$ cat src/rtl/sumrest_seq_ctrl_if.sv
// Bundle of operand/result handshake and external 4-bit slice signals for sumrest_seq_ctrl.
// slave = controller view, master = environment (operand source + slice) view.
interface sumrest_seq_ctrl_if #(
  parameter int NIBBLES = 4
);
  localparam int W = 4 * NIBBLES;

  logic         start;
  logic         resta;
  logic [W-1:0] op_a;
  logic [W-1:0] op_b;
  logic         busy;
  logic         done;
  logic [W-1:0] result;
  logic         carry;
  logic         overflow;
  logic         zero;
  logic [3:0]   slice_a;
  logic [3:0]   slice_b;
  logic         slice_cin;
  logic [3:0]   slice_s;
  logic         slice_cout;
  logic         slice_c3;

  modport slave (
    input  start, resta, op_a, op_b, slice_s, slice_cout, slice_c3,
    output busy, done, result, carry, overflow, zero, slice_a, slice_b, slice_cin
  );

  modport master (
    output start, resta, op_a, op_b, slice_s, slice_cout, slice_c3,
    input  busy, done, result, carry, overflow, zero, slice_a, slice_b, slice_cin
  );
endinterface

$ cat src/rtl/sumrest_seq_ctrl.sv
// Nibble-serial W-bit add/subtract controller time-sharing one external 4-bit adder slice.
// LSB nibble first; carry chained through r_carry; B inverted and cin=1 for subtraction.
module sumrest_seq_ctrl #(
  parameter int NIBBLES = 4
) (
  input logic            clk,
  input logic            reset,
  sumrest_seq_ctrl_if.slave bus
);
  localparam int W    = 4 * NIBBLES;
  localparam int IDXW = $clog2(NIBBLES);

  typedef enum logic [1:0] {
    IDLE = 2'd0,
    RUN  = 2'd1,
    DONE = 2'd2
  } state_t;

  state_t            r_state;
  state_t            w_state_next;
  logic [W-1:0]      r_a;
  logic [W-1:0]      r_b;
  logic              r_resta;
  logic [W-1:0]      r_acc;
  logic [IDXW-1:0]   r_idx;
  logic              r_carry;
  logic [W-1:0]      r_result;
  logic              r_carry_out;
  logic              r_overflow;
  logic              r_zero;

  logic [W-1:0]      w_merged;
  logic              w_last;

  assign w_last = (r_idx == IDXW'(NIBBLES - 1));

  // Accumulator with the current slice sum dropped into the active nibble slot.
  for (genvar gi = 0; gi < NIBBLES; gi++) begin : g_merge
    assign w_merged[4*gi +: 4] = (r_idx == IDXW'(gi)) ? bus.slice_s : r_acc[4*gi +: 4];
  end

  // State register
  always_ff @(posedge clk) begin
    if (reset) begin
      r_state <= IDLE;
    end else begin
      r_state <= w_state_next;
    end
  end

  // Next-state logic
  always_comb begin
    w_state_next = r_state;
    case (r_state)
      IDLE:    if (bus.start) w_state_next = RUN;
      RUN:     if (w_last)    w_state_next = DONE;
      DONE:    w_state_next = IDLE;
      default: w_state_next = IDLE;
    endcase
  end

  // Output logic
  always_comb begin
    bus.busy      = 1'b0;
    bus.done      = 1'b0;
    bus.slice_a   = 4'h0;
    bus.slice_b   = 4'h0;
    bus.slice_cin = 1'b0;
    case (r_state)
      RUN: begin
        bus.busy      = 1'b1;
        bus.slice_a   = r_a[{r_idx, 2'b00} +: 4];
        bus.slice_b   = r_b[{r_idx, 2'b00} +: 4] ^ {4{r_resta}};
        bus.slice_cin = r_carry;
      end
      DONE: begin
        bus.busy = 1'b1;
        bus.done = 1'b1;
      end
      default: ;
    endcase
  end

  // Datapath: operand capture, nibble accumulation, flag update on the last RUN edge
  always_ff @(posedge clk) begin
    if (reset) begin
      r_a         <= '0;
      r_b         <= '0;
      r_resta     <= 1'b0;
      r_acc       <= '0;
      r_idx       <= '0;
      r_carry     <= 1'b0;
      r_result    <= '0;
      r_carry_out <= 1'b0;
      r_overflow  <= 1'b0;
      r_zero      <= 1'b0;
    end else begin
      case (r_state)
        IDLE: begin
          if (bus.start) begin
            r_a     <= bus.op_a;
            r_b     <= bus.op_b;
            r_resta <= bus.resta;
            r_acc   <= '0;
            r_idx   <= '0;
            r_carry <= bus.resta;
          end
        end
        RUN: begin
          r_acc   <= w_merged;
          r_carry <= bus.slice_cout;
          r_idx   <= r_idx + IDXW'(1);
          if (w_last) begin
            r_result    <= w_merged;
            r_carry_out <= bus.slice_cout;
            r_overflow  <= bus.slice_cout ^ bus.slice_c3;
            r_zero      <= (w_merged == '0);
          end
        end
        default: ;
      endcase
    end
  end

  assign bus.result   = r_result;
  assign bus.carry    = r_carry_out;
  assign bus.overflow = r_overflow;
  assign bus.zero     = r_zero;
endmodule

$ cat src/flat_wrapper.sv
// flat-port wrapper written by rule: the top's interface ports become plain ports
module sumrest_seq_ctrl_flat 
#(
  parameter int NIBBLES = 4
)
  (clk, reset, bus_start, bus_resta, bus_op_a, bus_op_b, bus_slice_s, bus_slice_cout, bus_slice_c3, bus_busy, bus_done, bus_result, bus_carry, bus_overflow, bus_zero, bus_slice_a, bus_slice_b, bus_slice_cin);
  sumrest_seq_ctrl_if #(.NIBBLES(NIBBLES)) bus_i ();
  input logic clk;
  input logic reset;
  input wire logic [$bits(bus_i.start)-1:0] bus_start;
  input wire logic [$bits(bus_i.resta)-1:0] bus_resta;
  input wire logic [$bits(bus_i.op_a)-1:0] bus_op_a;
  input wire logic [$bits(bus_i.op_b)-1:0] bus_op_b;
  input wire logic [$bits(bus_i.slice_s)-1:0] bus_slice_s;
  input wire logic [$bits(bus_i.slice_cout)-1:0] bus_slice_cout;
  input wire logic [$bits(bus_i.slice_c3)-1:0] bus_slice_c3;
  output wire logic [$bits(bus_i.busy)-1:0] bus_busy;
  output wire logic [$bits(bus_i.done)-1:0] bus_done;
  output wire logic [$bits(bus_i.result)-1:0] bus_result;
  output wire logic [$bits(bus_i.carry)-1:0] bus_carry;
  output wire logic [$bits(bus_i.overflow)-1:0] bus_overflow;
  output wire logic [$bits(bus_i.zero)-1:0] bus_zero;
  output wire logic [$bits(bus_i.slice_a)-1:0] bus_slice_a;
  output wire logic [$bits(bus_i.slice_b)-1:0] bus_slice_b;
  output wire logic [$bits(bus_i.slice_cin)-1:0] bus_slice_cin;
  assign bus_i.start = bus_start;
  assign bus_i.resta = bus_resta;
  assign bus_i.op_a = bus_op_a;
  assign bus_i.op_b = bus_op_b;
  assign bus_i.slice_s = bus_slice_s;
  assign bus_i.slice_cout = bus_slice_cout;
  assign bus_i.slice_c3 = bus_slice_c3;
  assign bus_busy = bus_i.busy;
  assign bus_done = bus_i.done;
  assign bus_result = bus_i.result;
  assign bus_carry = bus_i.carry;
  assign bus_overflow = bus_i.overflow;
  assign bus_zero = bus_i.zero;
  assign bus_slice_a = bus_i.slice_a;
  assign bus_slice_b = bus_i.slice_b;
  assign bus_slice_cin = bus_i.slice_cin;
  sumrest_seq_ctrl #(.NIBBLES(NIBBLES)) u_core (.clk(clk), .reset(reset), .bus(bus_i));
endmodule
$ cat config.mk
export PLATFORM = sky130hd
export DESIGN_NAME = sumrest_seq_ctrl_flat
export DESIGN_NICKNAME = d
export VERILOG_FILES = /design/src/rtl/sumrest_seq_ctrl_if.sv /design/src/rtl/sumrest_seq_ctrl.sv /design/src/flat_wrapper.sv
export SDC_FILE = /design/constraint.sdc
export NUM_CORES = 1
export LEC_CHECK = 0
export BUFFER_PORTS_ARGS = -buffer_cell sky130_fd_sc_hd__buf_4
export CAP_MARGIN = 30
export CORE_ASPECT_RATIO = 2
export CORE_UTILIZATION = 53
export DETAILED_ROUTE_END_ITERATION = 12
export GPL_ROUTABILITY_DRIVEN = 0
export PLACE_DENSITY = 0.79
export SYNTH_ARGS = -nofsm -noshare
export SYNTH_HDL_FRONTEND = slang
export SYNTH_SLANG_ARGS = --single-unit
$ cat constraint.sdc
create_clock -name clk -period 2.36 [get_ports clk]
set_input_delay 0.354 -clock clk [delete_from_list [all_inputs] [get_ports clk]]
set_output_delay 0.354 -clock clk [all_outputs]
set_load 0.05 [all_outputs]
==> results summary <==
The estimated wirelength of the detail-placed design came out at 5.01 mm. The clock transition at the register clock pins on the worst setup and hold paths after CTS is 0.05 ns. The mapped cell area is 3160 um2. The final total negative setup slack is 0 ns. Buffers placed on the I/O ports in this run total 71. The post-synth net total is 416. The register bit total from synthesis came out at 71. The number of endpoints with negative hold slack in the final report came out at 0.

For this design the ratio of total power to cell area is 814 nW/um2. The vertical die dimension came out at 111 um. The transition time at the pin with the least slew margin is roughly 0.66 ns. The signal on the critical path passes through inv_1 -> ha_1 -> clkinv_1 -> nor2_1 -> buf_4. The count of inserted antenna diode cells came out at 0. The critical path starts at u_core.r_state[1]. The number of violations of the max-capacitance limit is 0. The pin count of the biggest net entering global routing is 38. CTS placed an instance of sky130_fd_sc_hd__clkbuf_16 at the clock tree root. The flow ran to the end, and the final reports show no timing, DRC or antenna violations. The worst-case reg-to-reg path depth is 6. The die area came out at about 6300 um2. The synthesized instance count is about 370.

The detail-routed via count per cell came out at roughly 5.7. The count of distinct cell types in the synthesized netlist came out at 35. The worst setup path is captured at a primary output. The leakage power of the design came out at approximately 1.6 nW.

The total non-filler cell area in the finished layout is roughly 4000 um2. At the later pin of the worst-skew pair, clock insertion delay measures 0.33 ns. The data required time of the worst path is 2.01 ns. The count of buffer and inverter cells on the critical path is 3.

The detail route stage leaves a number of antenna-violating nets equal to 0. The count of final max-slew check failures was 0. The arrival time of data at the critical path endpoint is 1.89 ns. The sum of overflow across all layers after global routing came out at 0. In the finished design, the share of the clock period the worst path needs comes to 0.949.

The shortest period the worst path allows came out at 2.24 ns. Across the routed clock network, the largest skew measured is roughly 0.0079 ns. The cell family contributing the most delay on the critical path is buffers and inverters. The total of hold buffers inserted after clock tree synthesis is 0. Setup repair after global routing left no endpoint under its margin. The first global-routing pass estimated 11.7 mm of wire. For this design the top-level I/O count stands at slightly above 70. The worst register-to-register path begins at u_core.r_state[1]. The area taken by flip-flops and latches came out at 1420 um2. The CTS sink count came out at roughly 70. The die span in x came out at between 50 and 60 um.

Each instance of the synthesized netlist takes up on average 8.64 um2. The worst max-slew margin expressed relative to the limit is 0.559. The total vias in the final route came out at 2,793. The final net count came out at about 480. The sequential cell area fraction in the yosys report is 0.450. The combined global-route utilization of all metal layers is 0.241. The final routed wire length divided by cell count is around 15 um. The total routed wirelength is 7.16 mm.

The power after layout is 3.27 mW. The number of antenna violations at the first check in global routing is 0. The effective utilization at floorplan is 0.554.

Across all hold checks on the routed design, the worst slack comes to 0.264 ns. The worst setup path is of the flip-flop to primary output kind. The number of detailed-route iterations in the first pass is 4. The maximum resistive drop on vdd came out at just over 0.0009 V. The via count of the first global-routing pass is 2,678. In this run the worst hold path is classified as input port to flip-flop. The number of warnings printed during yosys synthesis is 0.

The number of DRC violations after detailed-routing iteration 0 is 86. The critical register-to-register path endpoint is u_core.r_acc[1]. Following the worst setup path forward leads to its endpoint at bus_slice_b[3]. TritonCTS built the clock tree. The number of filler cells placed in the layout is roughly 460. The fmax is 447 MHz. The area of the core came out at 5710 um2. The slowest stage of the critical path belongs to the cell sky130_fd_sc_hd__ha_1. In this run the core area contains 39 standard-cell rows. The number of gates on the worst path with buffers counted came out at 5.

The delay of the slowest cell on the worst path is about 0.34 ns. Leaving out fill and tap cells, the most frequent cells in the layout are sky130_fd_sc_hd__buf_4 (82), sky130_fd_sc_hd__nand2_1 (79), sky130_fd_sc_hd__dfxtp_1 (69). Summing all placed instances gives a cell area of 3700 um2.

In this run the deepest clock path goes through 2 buffers. The layout overhead on the synthesized area is 27.3%. The number of failing setup endpoints in the final timing report is 0. The fraction of layout cells with a size suffix above 1 came out at 0.255. The DRC violation count after routing came out at 0. In this run the worst path has a maximum fanout of 9.

The reg-to-reg setup timing slack came out at 0.23 ns. Leaving out fill and tap cells, the most frequent cell in the layout is sky130_fd_sc_hd__buf_4. The H-tree was split into 3 levels. Counting the buffers created by CTS gives 9. STA classifies the critical path startpoint as a flip-flop. The area of the multi-input gates is 1560 um2.
==> where the power goes <==
| group | leakage (nW) | switching, mW | internal [mW] |
|---|---|---|---|
| Clock | 0.160 | 0.483 | 0.981 |
| Combinational | 0.875 | 0.298 | 0.209 |
| Sequential | 0.579 | 0.0429 | 1.26 |
==> kinds of logic (layout without fill, tap and decap cells) <==
logic type | after synthesis | after routing | share of synthesized area
xor gates and xnor gates | 5 | 5 | 0.0139
DFF | 71 | 71 | 0.450
muxes | 21 | 21 | 0.0986
adders and majority gates | 8 | 8 | 0.0317
buffers and inverters | 39 | 105 | 0.0578
AOI/OAI and AO/OA | 81 | 81 | 0.161
and+or+nand+nor | 141 | 141 | 0.187
==> how the worst min path moves through the flow <==
stage                   start        endpoint  cells past startpoint
2_1_floorplan  u_core.r_a[10]  u_core.r_a[10]                      2
3_3_place_gp    u_core.r_a[8]   u_core.r_a[8]                      2
3_5_place_dp    u_core.r_a[8]   u_core.r_a[8]                      2
4_1_cts          bus_op_a[15]  u_core.r_a[15]                      3
5_1_grt           bus_op_b[5]   u_core.r_b[5]                      3
6_report         bus_op_a[15]  u_core.r_a[15]                      3
==> routing by layer <==
layer / vias up / global-route usage / part of all wire
met2: 86 / 0.433 / 0.56
met3: 21 / 0.0525 / 0.041
met1: 1306 / 0.235 / 0.36
met5: - / 0 / 0
met4: 0 / 0.163 / 0.034
li1: 1380 / - / -
==> worst reg2reg max path, stage by stage, from the launching register on <==
cell and delay, ns:
sky130_fd_sc_hd__dfxtp_1 0.31, sky130_fd_sc_hd__inv_1 0.12, sky130_fd_sc_hd__ha_1 0.34, sky130_fd_sc_hd__clkinv_1 0.33, sky130_fd_sc_hd__nor2_2 0.62, sky130_fd_sc_hd__a32oi_1 0.21, sky130_fd_sc_hd__nor2_1 0.13
==> state kept, by name, indices dropped and copies added (netlist names) <==
| register | flops |
|---|---|
| u_core.r_carry | 1 |
| u_core.r_b | 16 |
| u_core.r_a | 16 |
| u_core.r_resta | 1 |
| u_core.bus.result | 16 |
| u_core.r_acc | 14 |
| u_core.r_state | 2 |
| u_core.bus.overflow | 1 |
| u_core.r_idx | 2 |
| u_core.bus.zero | 1 |
| u_core.bus.carry | 1 |
==> per-stage QoR <==
step	std cells	worst slack, ns	utilization
final	493	0.121	0.705
after global routing	493	0.0139	0.705
after CTS	493	0.0154	0.705
after detailed placement	477	0.263	0.647
after global placement	477	0.325	0.647
after floorplan	366	0.115	-
==> cells in the mapped netlist <==
cell type	count	area, um2
sky130_fd_sc_hd__o22ai_1	2	12.5
sky130_fd_sc_hd__inv_1	6	22.5
sky130_fd_sc_hd__nor2_2	1	6.26
sky130_fd_sc_hd__dfxtp_1	71	1420
sky130_fd_sc_hd__and2_4	1	8.76
sky130_fd_sc_hd__a211oi_1	12	90.1
sky130_fd_sc_hd__o31ai_1	5	37.5
sky130_fd_sc_hd__or4_1	2	15.0
sky130_fd_sc_hd__and2_1	6	37.5
sky130_fd_sc_hd__o21a_1	1	7.51
sky130_fd_sc_hd__clkbuf_1	21	78.8
sky130_fd_sc_hd__buf_1	2	7.51
sky130_fd_sc_hd__o21ai_1	1	5.00
sky130_fd_sc_hd__nand2b_1	1	6.26
sky130_fd_sc_hd__xnor2_1	5	43.8
sky130_fd_sc_hd__nor2b_1	1	6.26
sky130_fd_sc_hd__a311oi_1	1	8.76
sky130_fd_sc_hd__nor3b_1	1	7.51
sky130_fd_sc_hd__clkinv_1	1	3.75
sky130_fd_sc_hd__nor3b_2	1	12.5
sky130_fd_sc_hd__or3_1	1	6.26
sky130_fd_sc_hd__buf_6	4	45.0
sky130_fd_sc_hd__a32oi_1	14	123
sky130_fd_sc_hd__nor2_1	40	150
sky130_fd_sc_hd__mux2_2	1	11.3
sky130_fd_sc_hd__nor4_1	1	6.26
sky130_fd_sc_hd__ha_1	8	100
sky130_fd_sc_hd__nor3_1	5	25.0
sky130_fd_sc_hd__mux2i_1	12	120
sky130_fd_sc_hd__a21oi_1	43	215
sky130_fd_sc_hd__o21ai_0	2	10.0
sky130_fd_sc_hd__mux4_2	8	180
sky130_fd_sc_hd__nand2_1	79	297
sky130_fd_sc_hd__nand3b_1	1	7.51
sky130_fd_sc_hd__buf_2	5	25.0
==> final cells by class <==
class | count | area share
clock inverters | 3 | 0.0162
repair buffers | 82 | 0.153
inverters | 7 | 0.00653
clock buffers | 13 | 0.0647
well taps | 61 | 0.0190
flip-flops and latches | 71 | 0.354
multi-input cells | 256 | 0.387
==> what timing repair did <==
| item | CTS | global route |
|---|---|---|
| endpoints found under the setup margin | 4 | 1 |
| gates resized for setup | 1 | 1 |
| buffers inserted | 0 | 0 |
(Power assumes the default switching activity.)
